**src/rtl/cmpp_eq_arb_pkg.sv**
```systemverilog
// Shared types and op encodings for the arbitrated equality compare-to-predicate unit.
package cmpp_eq_arb_pkg;

  localparam int unsigned OP_W = 3;

  // Op encodings: bit1 inverts o0, bit0 inverts o1, bit2 set means no-op.
  localparam logic [OP_W-1:0] CMPP_OP_NN = 3'b000;
  localparam logic [OP_W-1:0] CMPP_OP_NI = 3'b001;
  localparam logic [OP_W-1:0] CMPP_OP_IN = 3'b010;
  localparam logic [OP_W-1:0] CMPP_OP_II = 3'b011;
  localparam int unsigned     CMPP_OP_NOP_BIT = 2;

  // Pipeline occupancy, encoded as {s1_vld, rsp_valid}.
  typedef enum logic [1:0] {
    OCC_EMPTY = 2'b00,
    OCC_OUT   = 2'b01,
    OCC_S1    = 2'b10,
    OCC_BOTH  = 2'b11
  } occ_t;

  typedef struct packed {
    logic o0;
    logic o1;
    logic o0_en;
    logic o1_en;
  } cmpp_res_t;

endpackage

```
**src/rtl/cmpp_eq_1.sv**
```systemverilog
// Combinational equality compare-to-predicate: two predicate results plus write-enables.
module cmpp_eq_1
  import cmpp_eq_arb_pkg::*;
#(
  parameter int unsigned WIDTH = 4
) (
  input  logic [WIDTH-1:0] i0,
  input  logic [WIDTH-1:0] i1,
  input  logic [OP_W-1:0]  op,
  input  logic             pred,
  output cmpp_res_t        res_c
);

  logic eq;

  assign eq = (i0 == i1);

  always_comb begin
    res_c       = '0;
    res_c.o0_en = 1'b1;
    res_c.o1_en = 1'b1;
    if (pred && !op[CMPP_OP_NOP_BIT]) begin
      unique case (op)
        CMPP_OP_NN: begin res_c.o0 = eq;  res_c.o1 = eq;  end
        CMPP_OP_NI: begin res_c.o0 = eq;  res_c.o1 = ~eq; end
        CMPP_OP_IN: begin res_c.o0 = ~eq; res_c.o1 = eq;  end
        CMPP_OP_II: begin res_c.o0 = ~eq; res_c.o1 = ~eq; end
        default:    begin res_c.o0 = 1'b0; res_c.o1 = 1'b0; end
      endcase
    end
  end

endmodule

```
**src/rtl/cmpp_eq_arb.sv**
```systemverilog
// Round-robin arbiter sharing one cmpp_eq_1 among NREQ requesters through a
// two-stage (operand, result) pipeline with valid/ready backpressure on the result.
module cmpp_eq_arb
  import cmpp_eq_arb_pkg::*;
#(
  parameter int unsigned WIDTH = 4,
  parameter int unsigned NREQ  = 4,
  parameter int unsigned IDW   = 2
) (
  input  logic                  clk,
  input  logic                  reset_n,
  input  logic [NREQ-1:0]       req,
  input  logic [NREQ*WIDTH-1:0] req_i0,
  input  logic [NREQ*WIDTH-1:0] req_i1,
  input  logic [NREQ*OP_W-1:0]  req_op,
  input  logic [NREQ-1:0]       req_pred,
  output logic [NREQ-1:0]       gnt,
  output logic                  rsp_valid,
  input  logic                  rsp_ready,
  output logic [IDW-1:0]        rsp_id,
  output logic                  rsp_o0,
  output logic                  rsp_o1,
  output logic                  rsp_o0_en,
  output logic                  rsp_o1_en
);

  occ_t             occ_q, occ_d;
  logic             s1_vld;
  logic             adv_out, issue_ok, grant;
  logic             pick_vld;
  logic [IDW-1:0]   pick_idx;
  logic [IDW-1:0]   rr_ptr;

  logic [WIDTH-1:0] s1_i0, s1_i1;
  logic [OP_W-1:0]  s1_op;
  logic             s1_pred;
  logic [IDW-1:0]   s1_id;

  cmpp_res_t        cmp_res_c, res_q;
  logic [IDW-1:0]   id_q;

  // First requester at or after ptr (mod NREQ); walking offsets high-to-low lets the nearest win.
  function automatic logic [IDW:0] rr_pick(input logic [NREQ-1:0] r, input logic [IDW-1:0] ptr);
    logic [IDW:0]   sel;
    logic [IDW-1:0] k;
    int unsigned    idx;
    sel = '0;
    for (int unsigned off = NREQ; off > 0; off--) begin
      idx = (32'(ptr) + off - 32'd1) % NREQ;
      k   = IDW'(idx);
      if (r[k]) sel = {1'b1, k};
    end
    return sel;
  endfunction

  assign s1_vld    = occ_q[1];
  assign rsp_valid = occ_q[0];

  always_comb begin
    {pick_vld, pick_idx} = rr_pick(req, rr_ptr);
    adv_out  = s1_vld & (~rsp_valid | rsp_ready);
    issue_ok = ~s1_vld | adv_out;
    grant    = reset_n & issue_ok & pick_vld;
    gnt      = grant ? (NREQ'(1) << pick_idx) : '0;
  end

  // Occupancy state register.
  always_ff @(posedge clk) begin
    if (!reset_n) occ_q <= OCC_EMPTY;
    else          occ_q <= occ_d;
  end

  // Occupancy next state: s1 fills on grant and drains on adv_out; output drains on rsp_ready.
  always_comb begin
    occ_d = occ_q;
    unique case (occ_q)
      OCC_EMPTY: occ_d = grant ? OCC_S1 : OCC_EMPTY;
      OCC_S1:    occ_d = grant ? OCC_BOTH : OCC_OUT;
      OCC_OUT: begin
        if (grant) occ_d = rsp_ready ? OCC_S1 : OCC_BOTH;
        else       occ_d = rsp_ready ? OCC_EMPTY : OCC_OUT;
      end
      OCC_BOTH: begin
        if (rsp_ready) occ_d = grant ? OCC_BOTH : OCC_OUT;
        else           occ_d = OCC_BOTH;
      end
      default:   occ_d = OCC_EMPTY;
    endcase
  end

  // Operand stage and round-robin pointer; operands are sampled only on the grant edge.
  always_ff @(posedge clk) begin
    if (!reset_n) begin
      s1_i0   <= '0;
      s1_i1   <= '0;
      s1_op   <= '0;
      s1_pred <= 1'b0;
      s1_id   <= '0;
      rr_ptr  <= '0;
    end else if (grant) begin
      s1_i0   <= req_i0[pick_idx*WIDTH +: WIDTH];
      s1_i1   <= req_i1[pick_idx*WIDTH +: WIDTH];
      s1_op   <= req_op[pick_idx*OP_W +: OP_W];
      s1_pred <= req_pred[pick_idx];
      s1_id   <= pick_idx;
      rr_ptr  <= (pick_idx == IDW'(NREQ - 1)) ? '0 : pick_idx + IDW'(1);
    end
  end

  cmpp_eq_1 #(.WIDTH(WIDTH)) u_cmpp (
    .i0    (s1_i0),
    .i1    (s1_i1),
    .op    (s1_op),
    .pred  (s1_pred),
    .res_c (cmp_res_c)
  );

  // Result stage holds while stalled and only reloads when s1 advances.
  always_ff @(posedge clk) begin
    if (!reset_n) begin
      res_q <= '0;
      id_q  <= '0;
    end else if (adv_out) begin
      res_q <= cmp_res_c;
      id_q  <= s1_id;
    end
  end

  assign rsp_id    = id_q;
  assign rsp_o0    = res_q.o0;
  assign rsp_o1    = res_q.o1;
  assign rsp_o0_en = res_q.o0_en;
  assign rsp_o1_en = res_q.o1_en;

endmodule

```
**config.mk**
```make
export PLATFORM = sky130hd
export DESIGN_NAME = cmpp_eq_arb
export DESIGN_NICKNAME = d
export VERILOG_FILES = /design/src/rtl/cmpp_eq_arb_pkg.sv /design/src/rtl/cmpp_eq_1.sv /design/src/rtl/cmpp_eq_arb.sv
export SDC_FILE = /design/constraint.sdc
export NUM_CORES = 1
export LEC_CHECK = 0
export CORE_UTILIZATION = 31
export CTS_CLUSTER_DIAMETER = 100
export CTS_CLUSTER_SIZE = 30
export DETAILED_ROUTE_END_ITERATION = 16
export GPL_ROUTABILITY_DRIVEN = 0
export PLACE_DENSITY = 0.69
export SYNTH_ARGS = -nofsm -noshare
export SYNTH_HDL_FRONTEND = slang
export SYNTH_SLANG_ARGS = --single-unit
```
**constraint.sdc**
```tcl
create_clock -name clk -period 2.4 [get_ports clk]
set_input_delay 0.36 -clock clk [delete_from_list [all_inputs] [get_ports clk]]
set_output_delay 0.36 -clock clk [all_outputs]
set_load 0.01 [all_outputs]
```
=== Yosys cells after proc, flatten, opt, wreduce, memory -nomap -nowiden ===
Index checks and enable logic that the tools add are counted.

* Bits in registers: 23
* Bits of input ports: 55
* Output and inout port bits: 11
* Word-level logic and storage cells: 75

* Add/sub/neg operators: 9
* Multiply operators: 1
* Order comparisons: 5
* Eq/ne operators: 8
* Shifts and indexed selects: 4
* Muxes and demuxes: 25
* Bitwise gates (word level): 8
* Reduce and logical (&&, ||, !) cells: 4

{| class="wikitable"
|+ Operators by type and width
! operator !! count
|-
| $shiftx A16 B5 Y4 || 2
|-
| $pmux W2 S4 || 2
|-
| $lt A2 B3 Y1 const B || 5
|-
| $mux W2 || 6
|-
| $mux W3 || 4
|-
| $shiftx A12 B5 Y3 || 1
|-
| $bmux W1 S2 || 5
|-
| $sub A2 B1 Y2 const B || 4
|-
| $mux W1 || 7
|-
| $add A2 B1 Y2 const B || 3
|-
| $eq A2 B2 Y1 const B || 3
|-
| $eq A3 B2 Y1 const B || 2
|-
| $add A2 B2 Y2 const B || 2
|-
| $eq A4 B4 Y1 || 1
|-
| $mul A2 B2 Y4 const B || 1
|-
| $mux W4 || 1
|-
| $shl A1 B2 Y4 const A || 1
|-
| $and A1 B1 Y1 || 3
|-
| $eq A3 B1 Y1 const B || 1
|-
| $logic_not A3 Y1 || 1
|-
| $not A1 Y1 || 3
|-
| $eq A2 B1 Y1 const B || 1
|-
| $logic_not A2 Y1 || 1
|-
| $or A1 B1 Y1 || 2
|-
| other kinds (2) || 2
|}

=== Depth between registers and ports, before layout ===
Gate-level depths: netlist of the first run.

* Depth in word-level cells: 12
* Depth in mapped cells: 8
* Gate-level depth less buffers: 7

=== Hierarchy ===
Synthesis of the first run repeated with hierarchy kept, for this count alone.

* Cell total of the unflattened synthesis: 153
* Area total of the unflattened synthesis: 1592.8 um^2

{| class="wikitable"
|+ By module, submodules not included
! module !! times used !! cells each !! area an instance (um^2) !! sequential area each (um^2)
|-
| cmpp_eq_arb || 1 || 138 || 1471.4 || 480.5
|-
| cmpp_eq_1 || 1 || 15 || 121.4 || 0.0
|}

=== Least setup slack after synthesis of the first run ===
Ideal clock, no wire load.

* Path kind: input-to-output
* Start: input port req[0]
* End: output port gnt[3]
* Data arrival time: 1.686 ns
* Required time: 2.040 ns
* Setup slack: 0.354 ns
* Stages on the path: 7
* Path buffers: 2
* Cell sequence: nor2b_4 > or4_4 > buf_6 > nand2_8 > buf_6 > ha_1 > and3_1

* Longest elaborated chain between the ends: 8
* Elaborated cells between the ends (all ways): 15
* Classes of those cells: shift (1); mux (13); bitwise (1)

{| class="wikitable"
|+ RTL lines
! item !! line !! RTL
|-
| from (decl) || cmpp_eq_arb.sv:12 || <nowiki>input logic [NREQ-1:0] req,</nowiki>
|-
| $bmux W1 S2 || cmpp_eq_arb.sv:51 || <nowiki>if (r[k]) sel = {1'b1, k};</nowiki>
|-
| $mux W1 (implied by the code) || cmpp_eq_arb.sv:51 ||
|-
| $mux W3 (3 in a row) || cmpp_eq_arb.sv:51 ||
|-
| $mux W3 (*) || cmpp_eq_arb.sv:51 ||
|-
| via pick_idx[0] || cmpp_eq_arb.sv:31 || <nowiki>logic [IDW-1:0] pick_idx;</nowiki>
|-
| $shl A1 B2 Y4 (*) || cmpp_eq_arb.sv:64 || <nowiki>gnt = grant ? (NREQ'(1) << pick_idx) : '0;</nowiki>
|-
| $mux W4 (*) || cmpp_eq_arb.sv:64 ||
|-
| to (decl) || cmpp_eq_arb.sv:17 || <nowiki>output logic [NREQ-1:0] gnt,</nowiki>
|}

The timed path passes the listed nets; every way through them passes the cells marked *. The select of a mux whose other input is x is not followed.

=== Worst setup path in the final report of the first run ===
* Start: input port req[2]
* End: output port gnt[1]

* Longest elaborated chain between the ends: 8
* Elaborated cells between the ends (all ways): 15
* Classes of those cells: shift (1); mux (13); bitwise (1)

{| class="wikitable"
|+ RTL lines
! item !! line
|-
| $bmux W1 S2 || cmpp_eq_arb.sv:51
|-
| $mux W1 (implied by the code) || cmpp_eq_arb.sv:51
|-
| $mux W3 (3 in a row) || cmpp_eq_arb.sv:51
|-
| $mux W3 (*) || cmpp_eq_arb.sv:51
|-
| $shl A1 B2 Y4 / $and A1 B1 Y1 (equally long branches) || cmpp_eq_arb.sv:64, cmpp_eq_arb.sv:63
|-
| $mux W4 (*) || cmpp_eq_arb.sv:64
|}

Every way passes the cells marked *; elsewhere a longest branch is shown, timed or not. The select of a mux whose other input is x is not followed.

==> results of run 1 <==
[logic make-up (layout without fill, tap and decap cells)]
kind of cell	Yosys count	in the layout	share of synthesized area [%]
XOR/XNOR	6	6	3.54
multiplexers	10	10	6.73
adder cells (fa/ha/maj)	4	4	3.37
AND/OR/NAND/NOR	63	63	25.6
flip-flops	23	23	31.0
AO/OA/AOI/OAI	39	39	24.3
buffers and inverters	14	91	5.47
[worst min-delay path by stage]
stage	from	to	slack [ns]	cells after the start
2_1_floorplan	s1_pred	s1_pred	0.42	2
3_5_place_dp	s1_id[1]	s1_id[1]	0.43	2
4_1_cts	s1_id[1]	s1_id[1]	0.45	2
3_3_place_gp	s1_id[1]	s1_id[1]	0.43	2
5_1_grt	s1_id[1]	s1_id[1]	0.46	2
6_report	s1_id[1]	s1_id[1]	0.44	2
[repair_timing]
action                                  in CTS  in global routing
hold endpoints to repair                     0                  0
endpoints found under the setup margin       4                  1
pin swaps                                    2                  0
gates resized for setup                     20                  1
buffers inserted                             1                  0
[critical path, delay by kind of cell]
kind	cells	cell delay, ns
buffers and inverters	2	0.49
and+or+nand+nor	4	0.93
adders and majority gates	1	0.13
[cell type report]
cell class	count	area, um^2
Multi-Input combinational cell	122	952
Timing Repair Buffer	84	773
Sequential cell	23	462
Tap cell	52	65.1
Inverter	3	11.3
Clock buffer	4	45.0
Fill cell	448	2170
[registers in the layout, indices dropped and copies added (netlist names)]
register,flops
s1_op,3
rr_ptr,2
occ_q,2
s1_i1,4
rsp_o0,1
s1_id,2
s1_pred,1
s1_i0,4
rsp_id,2
rsp_o1_en,1
rsp_o1,1
[metal layers]
metal  vias up  wire (um)  part of all wire [%]  GRT usage [%]
met5         -          0                     0              0
met3         5        247                   6.7           3.23
li1        742          -                     -              -
met1       643       1750                    47           20.6
met4         0         47                   1.3           4.67
met2        52       1650                    45           24.7
[cells in the final DEF (no fill, tap or decap), drive strengths merged, types with 2 or more instances in the layout]
master,netlist,routed
a211oi,16,16
a21boi,2,2
a21oi,3,3
a22oi,2,2
and3,20,20
buf,6,22
clkbuf,5,4
clkdlybuf4s50,0,57
dfxtp,23,23
dlygate4sd2,0,4
ha,4,4
inv,3,3
mux2i,10,10
nand2,18,18
nand2b,2,2
nand3,5,5
nor2,2,2
nor2b,8,8
nor4,2,2
o21ai,2,2
o221ai,5,5
o31ai,8,8
xor2,6,6
[metrics by stage]
step | setup slack (ns) | hold WS [ns]
final | 0.127 | 0.442
after global routing | 0.0124 | 0.460
after CTS | 0.102 | 0.447
after detailed placement | -0.435 | 0.434
after global placement | -0.389 | 0.432
after floorplan | 0.354 | 0.417
[where the power goes]
| group | total [uW] | switching [uW] | internal (uW) |
|---|---|---|---|
| logic | 654 | 309 | 345 |
| registers | 506 | 51.8 | 455 |
| clock network | 242 | 124 | 119 |
| total | 1400 | 484 | 918 |
==> summary.md, run 1 <==
| Metric | Value |
|---|---|
| Synth Flop Type | dfxtp_1 |
| Core box area | about 0.0045 mm^2 |
| Asr flop ratio synth | 0% |
| Seq cells post-synth | 23 |
| R2R cell count | 8 |
| Power Total | around 1400 uW |
| Area delta synth->final | 55.3% |
| Net count reported at finish | around 300 |
| Largest net degree at the start of global routing | 18 |
| Fin cells | approximately 290 |
| Leak | 0.000996 uW |
| IO Pins | 66 |
| Total GRT Usage | between 15 and 20% |
| Total negative slack | 0 ns |
| Antenna violations before repair | 0 |
| Final instance area | ~0.0023 mm^2 |
| Fmax | about 440 MHz |
| Layout cell share with drive strength beyond 1 | around a fifth |
| Residual DRC | 4 |
| Die X | 71.2 um |
| Critical Path AT | 1.91 ns |
| Peak supply drop | between 0.0002 and 0.00025 V |
| Routed vias/inst | ~5.0 |
| FF-to-FF setup slack | between 0.5 and 0.6 ns |
| WS Path Type | primary input to output port |
| Mapped cell area | around 0.0015 mm^2 |
| Diode count | 0 |
| Detail Placement HPWL | 2980 um |
| Final hold violations | 0 |
| IO Port Bufs | 65 |
| RSZ-0062 raised after global routing | false |
| Via count | between 1000 and 1500 |
| CTS root buffer | clkbuf_8 |
| Synth top area share | a little under a third |
| Clock buffer count from CTS | 3 |
| Critical Path RT | around 2.0 ns |
| Final Cycle Share | ~95% |
| PwrDens | approximately 600 mW/mm^2 |
| Gate Count Post-Synth | between 150 and 200 |
| # setup viols final | 0 |
| Clk_lat worst skew | 0.26 ns |
| GRT Residual Overflow | 0 |
| # hold bufs at CTS | 0 |
| Critical path's largest stage delay | ~0.56 ns |
| WL final | 3700 um |
| Placed Cells | about 280 |
| Reg2reg end | s1_i1[0] |
| Placed cell area | between 0.002 and 0.0025 mm^2 |
| Rows | 24 |
| First-pass GRT wire length | ~6200 um |
| Die H | around 71 um |
| Max cap viols | 0 |
| Critical path origin | req[2] |
| CP startpoint kind | primary input |
| Synth cell types | 36 |
| Initial Utilization | about 33% |
| Die area | just over 0.005 mm^2 |
| Syn Nets | ~220 |
| Synth cell count leaders | dfxtp_1, and3_1, nand2_1 |
| Hold crit path type | flop to flop |
| Largest area contributor in the netlist | dfxtp_1 |
| Largest buffer count on any clock path | 2 |
| Fin Clk Skew | between 0.003 and 0.004 ns |
| # clock sinks | 23 |
| Register area share after synthesis | between 30% and 40% |
| Crit end category | output port |
| H-tree levels | 1 |
| Critical Path End | gnt[1] |
| Clock-pin slew on the worst setup and hold paths | around 0.080 ns |
| Most numerous cell in the Yosys netlist | dfxtp_1 |
| Worst R2R Start | rr_ptr[1] |
| Post-DR wirelength/cell | between 10 and 15 um |
| ANT nets after route | 0 |
| Failing checks | design-rule violations |
| Worst Tran Pin Value | 0.479 ns |
| Status | finished, violations left |
| Final core occ | approximately half |
| DRT iter0 DRCs | 58 |
| Vias in the first global route | between 1000 and 1500 |
| CTS tree | done |
| Warnings, synthesis | 0 |
| Crit path time final | around 2.3 ns |
| Synthesized area per cell | between 9 and 10 um^2 |
| Max FO, Critical Path | 4 |
| Max-slew headroom | about two thirds |
| First-pass DRT Iterations | 10 |
| Worst path slowest cell | or4_4 |
| Post-synth EDFFs | 0 |
| Largest cells by area after synthesis | dfxtp_1, a211oi_2, and3_1, mux2i_1, nand2_1 |
| Max Slew Vio Count | 0 |
| CP cell instances | dlygate4sd2_1 -> nor2b_4 -> or4_4 -> nand2_8 -> ha_1 -> and3_1 -> clkdlybuf4s15_1 |
No activity file was read; power rests on OpenSTA's default activity.
==> run 2: changes to the inputs <==
- CORE_MARGIN: default -> 4
- MAX_ROUTING_LAYER: default -> met4
==> run 2 against run 1 <==
Net effect:
- the flow now finishes without violations
- critical path type is now flop to output port
- sequential share of layout area shrank 0.23 points
- largest cell class unchanged
- global-route usage down 1.6 points
- sequential cell count is the same
- via count fell by 0.62%
- sequential power barely moved
- count of clock-buffer cells in the layout did not move
- design area up 0.87%
- combinational power is 0.8% higher
==> summary.md, run 2 (same netlist as run 1, synthesis figures left out) <==
| Metric | Value |
|---|---|
| Status | complete, no violations |
| # setup viols final | 0 (unchanged) |
| Critical Path RT | 2.04 ns (about the same) |
| Max FO, Critical Path | 5 (+1) |
| Vias in the first global route | 1386 (+2.1%) |
| Area delta synth->final | 56.6% |
| ANT nets after route | 0 (unchanged) |
| Dpl ws | -0.413 ns (+0.0218 ns) |
| Largest buffer count on any clock path | 2 (unchanged) |
| Routed vias/inst | 4.92 (-1.6%) |
| Rows | 24 (unchanged) |
| DRT iter0 DRCs | 88 (+52%) |
| WS Path Type | flop to output port |
| Diode count | 0 (unchanged) |
| Hold_sp | s1_id[1] |
| Crit path time final | 2.28 ns (+0.00721 ns) |
| Fin cells | 291 (+1.0%) |
| Peak supply drop | 0.000276 V (+14%) |
| Net count reported at finish | 299 (+1.0%) |
| Clk_lat worst skew | 0.26 ns (about the same) |
| Largest net degree at the start of global routing | 18 (unchanged) |
| M3 GR Usage | 4.80% (+1.6 points) |
| CP startpoint kind | flop |
| Final hold violations | 0 (unchanged) |
| Met1 Use GR | 17.7% (-2.9 points) |
| Clock buffer count from CTS | 3 (unchanged) |
| Residual DRC | 0 (-4) |
| Commonest non-fill, non-tap cell in the layout | clkdlybuf4s50_1 |
| CTS root buffer | clkbuf_8 |
| WL final | 3820 um (+3.4%) |
| Worst Tran Pin Value | 0.483 ns (+0.00414 ns) |
| Most frequent cells in the layout | clkdlybuf4s50_1, dfxtp_1, buf_4 |
| IO Port Bufs | 65 (unchanged) |
| First-pass GRT wire length | 6520 um (+4.4%) |
| Crit end category | output port |
| Total negative slack | 0 ns (unchanged) |
| GR peak layer | met2 |
| Detail Placement HPWL | 3160 um (+6.1%) |
| IO Pins | 66 (unchanged) |
| Max Slew Vio Count | 0 (unchanged) |
| Critical path origin | rr_ptr[1] |
| RSZ-0062 raised after global routing | false |
| CTS tree | done |
| Worst R2R Start | rr_ptr[1] |
| Final Cycle Share | 95.0% (+0.30 points) |
| Critical Path AT | 1.92 ns (about the same) |
| GRT Residual Overflow | 0 (unchanged) |
| Clock-pin slew on the worst setup and hold paths | 0.08 ns (about the same) |
| Post-DR wirelength/cell | 13.1 um (+2.3%) |
| H-tree levels | 1 (unchanged) |
| Leak | 0.00100 uW (+0.83%) |
| Placed Cells | 285 (+0.71%) |
| Die area | 0.00597 mm^2 (+18%) |
| Initial Utilization | 33.0% (-0.22 points) |
| Antenna violations before repair | 0 (unchanged) |
| Max cap viols | 0 (unchanged) |
| Die X | 77.2 um (+8.4%) |
| Fmax | 439 MHz (-0.32%) |
| Layout cell share with drive strength beyond 1 | 20.9% (+1.0 points) |
| Max-slew headroom | 67.5% (-0.28 points) |
| Core box area | 0.00450 mm^2 (+0.67%) |
| Die H | 77.2 um (+8.4%) |
| M2 GR Usage | 20.4% (-4.3 points) |
| # clock sinks | 23 (unchanged) |
| Largest registers | s1_i0 (4), s1_i1 (4), s1_op (3) |
| Hold path cells | 2 (unchanged) |
| Via count | 1433 (-0.62%) |
| PwrDens | 604 mW/mm^2 (-0.64%) |
| First-pass DRT Iterations | 4 (-6) |
| R2R cell count | 5 (-3) |
| Total GRT Usage | 13.7% (-1.6 points) |
| Worst setup margin | 0.120 ns (-0.00721 ns) |
| Hold crit path type | flop to flop |
| Fin Clk Skew | 0.00569 ns (+0.00221 ns) |
## run 2: where the power goes
| group | internal, uW | total [uW] | switching (uW) |
|---|---|---|---|
| clock network | 118 | 239 | 121 |
| registers | 453 | 507 | 53.6 |
| logic | 351 | 659 | 308 |
| total | 923 | 1410 | 483 |
## run 2: per-stage QoR
step / utilization (%) / hold slack [ns] / area (um^2) / total power, uW
after detailed placement: 50.7 / 0.442 / 2280 / 1180
after CTS: 51.7 / 0.451 / 2330 / 1420
after floorplan: - / 0.417 / 1490 / 931
after global routing: 51.7 / 0.488 / 2330 / 1520
after global placement: 50.7 / 0.435 / 2280 / 1170
final: 51.7 / 0.450 / 2330 / 1410
## run 2: repair_timing
| item | CTS | global route |
|---|---|---|
| gates resized for setup | 20 | 0 |
| setup buffers | 2 | 0 |
| hold buffers | 0 | 0 |
| endpoints found under the setup margin | 4 | 0 |
## run 2: path summary, 6_finish.rpt
| check | to | slack [ns] |
|---|---|---|
| worst max-delay path | gnt[1] | 0.12 |
| worst min-delay path | s1_id[1] | 0.45 |
| worst max register to register | s1_i1[0] | 0.54 |
| worst min register to register | s1_id[1] | 0.45 |
## run 2: cell type report
class	count	area [um^2]
inverter	3	11.3
timing repair buffer	87	796
fill	447	2180
clock buffer	4	45.0
sequential	23	460
tap	52	65.1
multi-input combinational	122	951
## run 2: metal layers
metal,vias to the layer above,share of wire [%]
met1,624,48
met3,5,8.6
met2,54,42
li1,750,-
met4,0,0.99
met5,-,0
## run 2: critical path: stages (launching register included)
cell             delay, ns
dfxtp_1               0.45
a21oi_1               0.09
or3b_1                0.36
o221ai_2              0.10
buf_4                 0.16
ha_1                  0.12
and3_1                0.14
clkdlybuf4s15_1       0.23
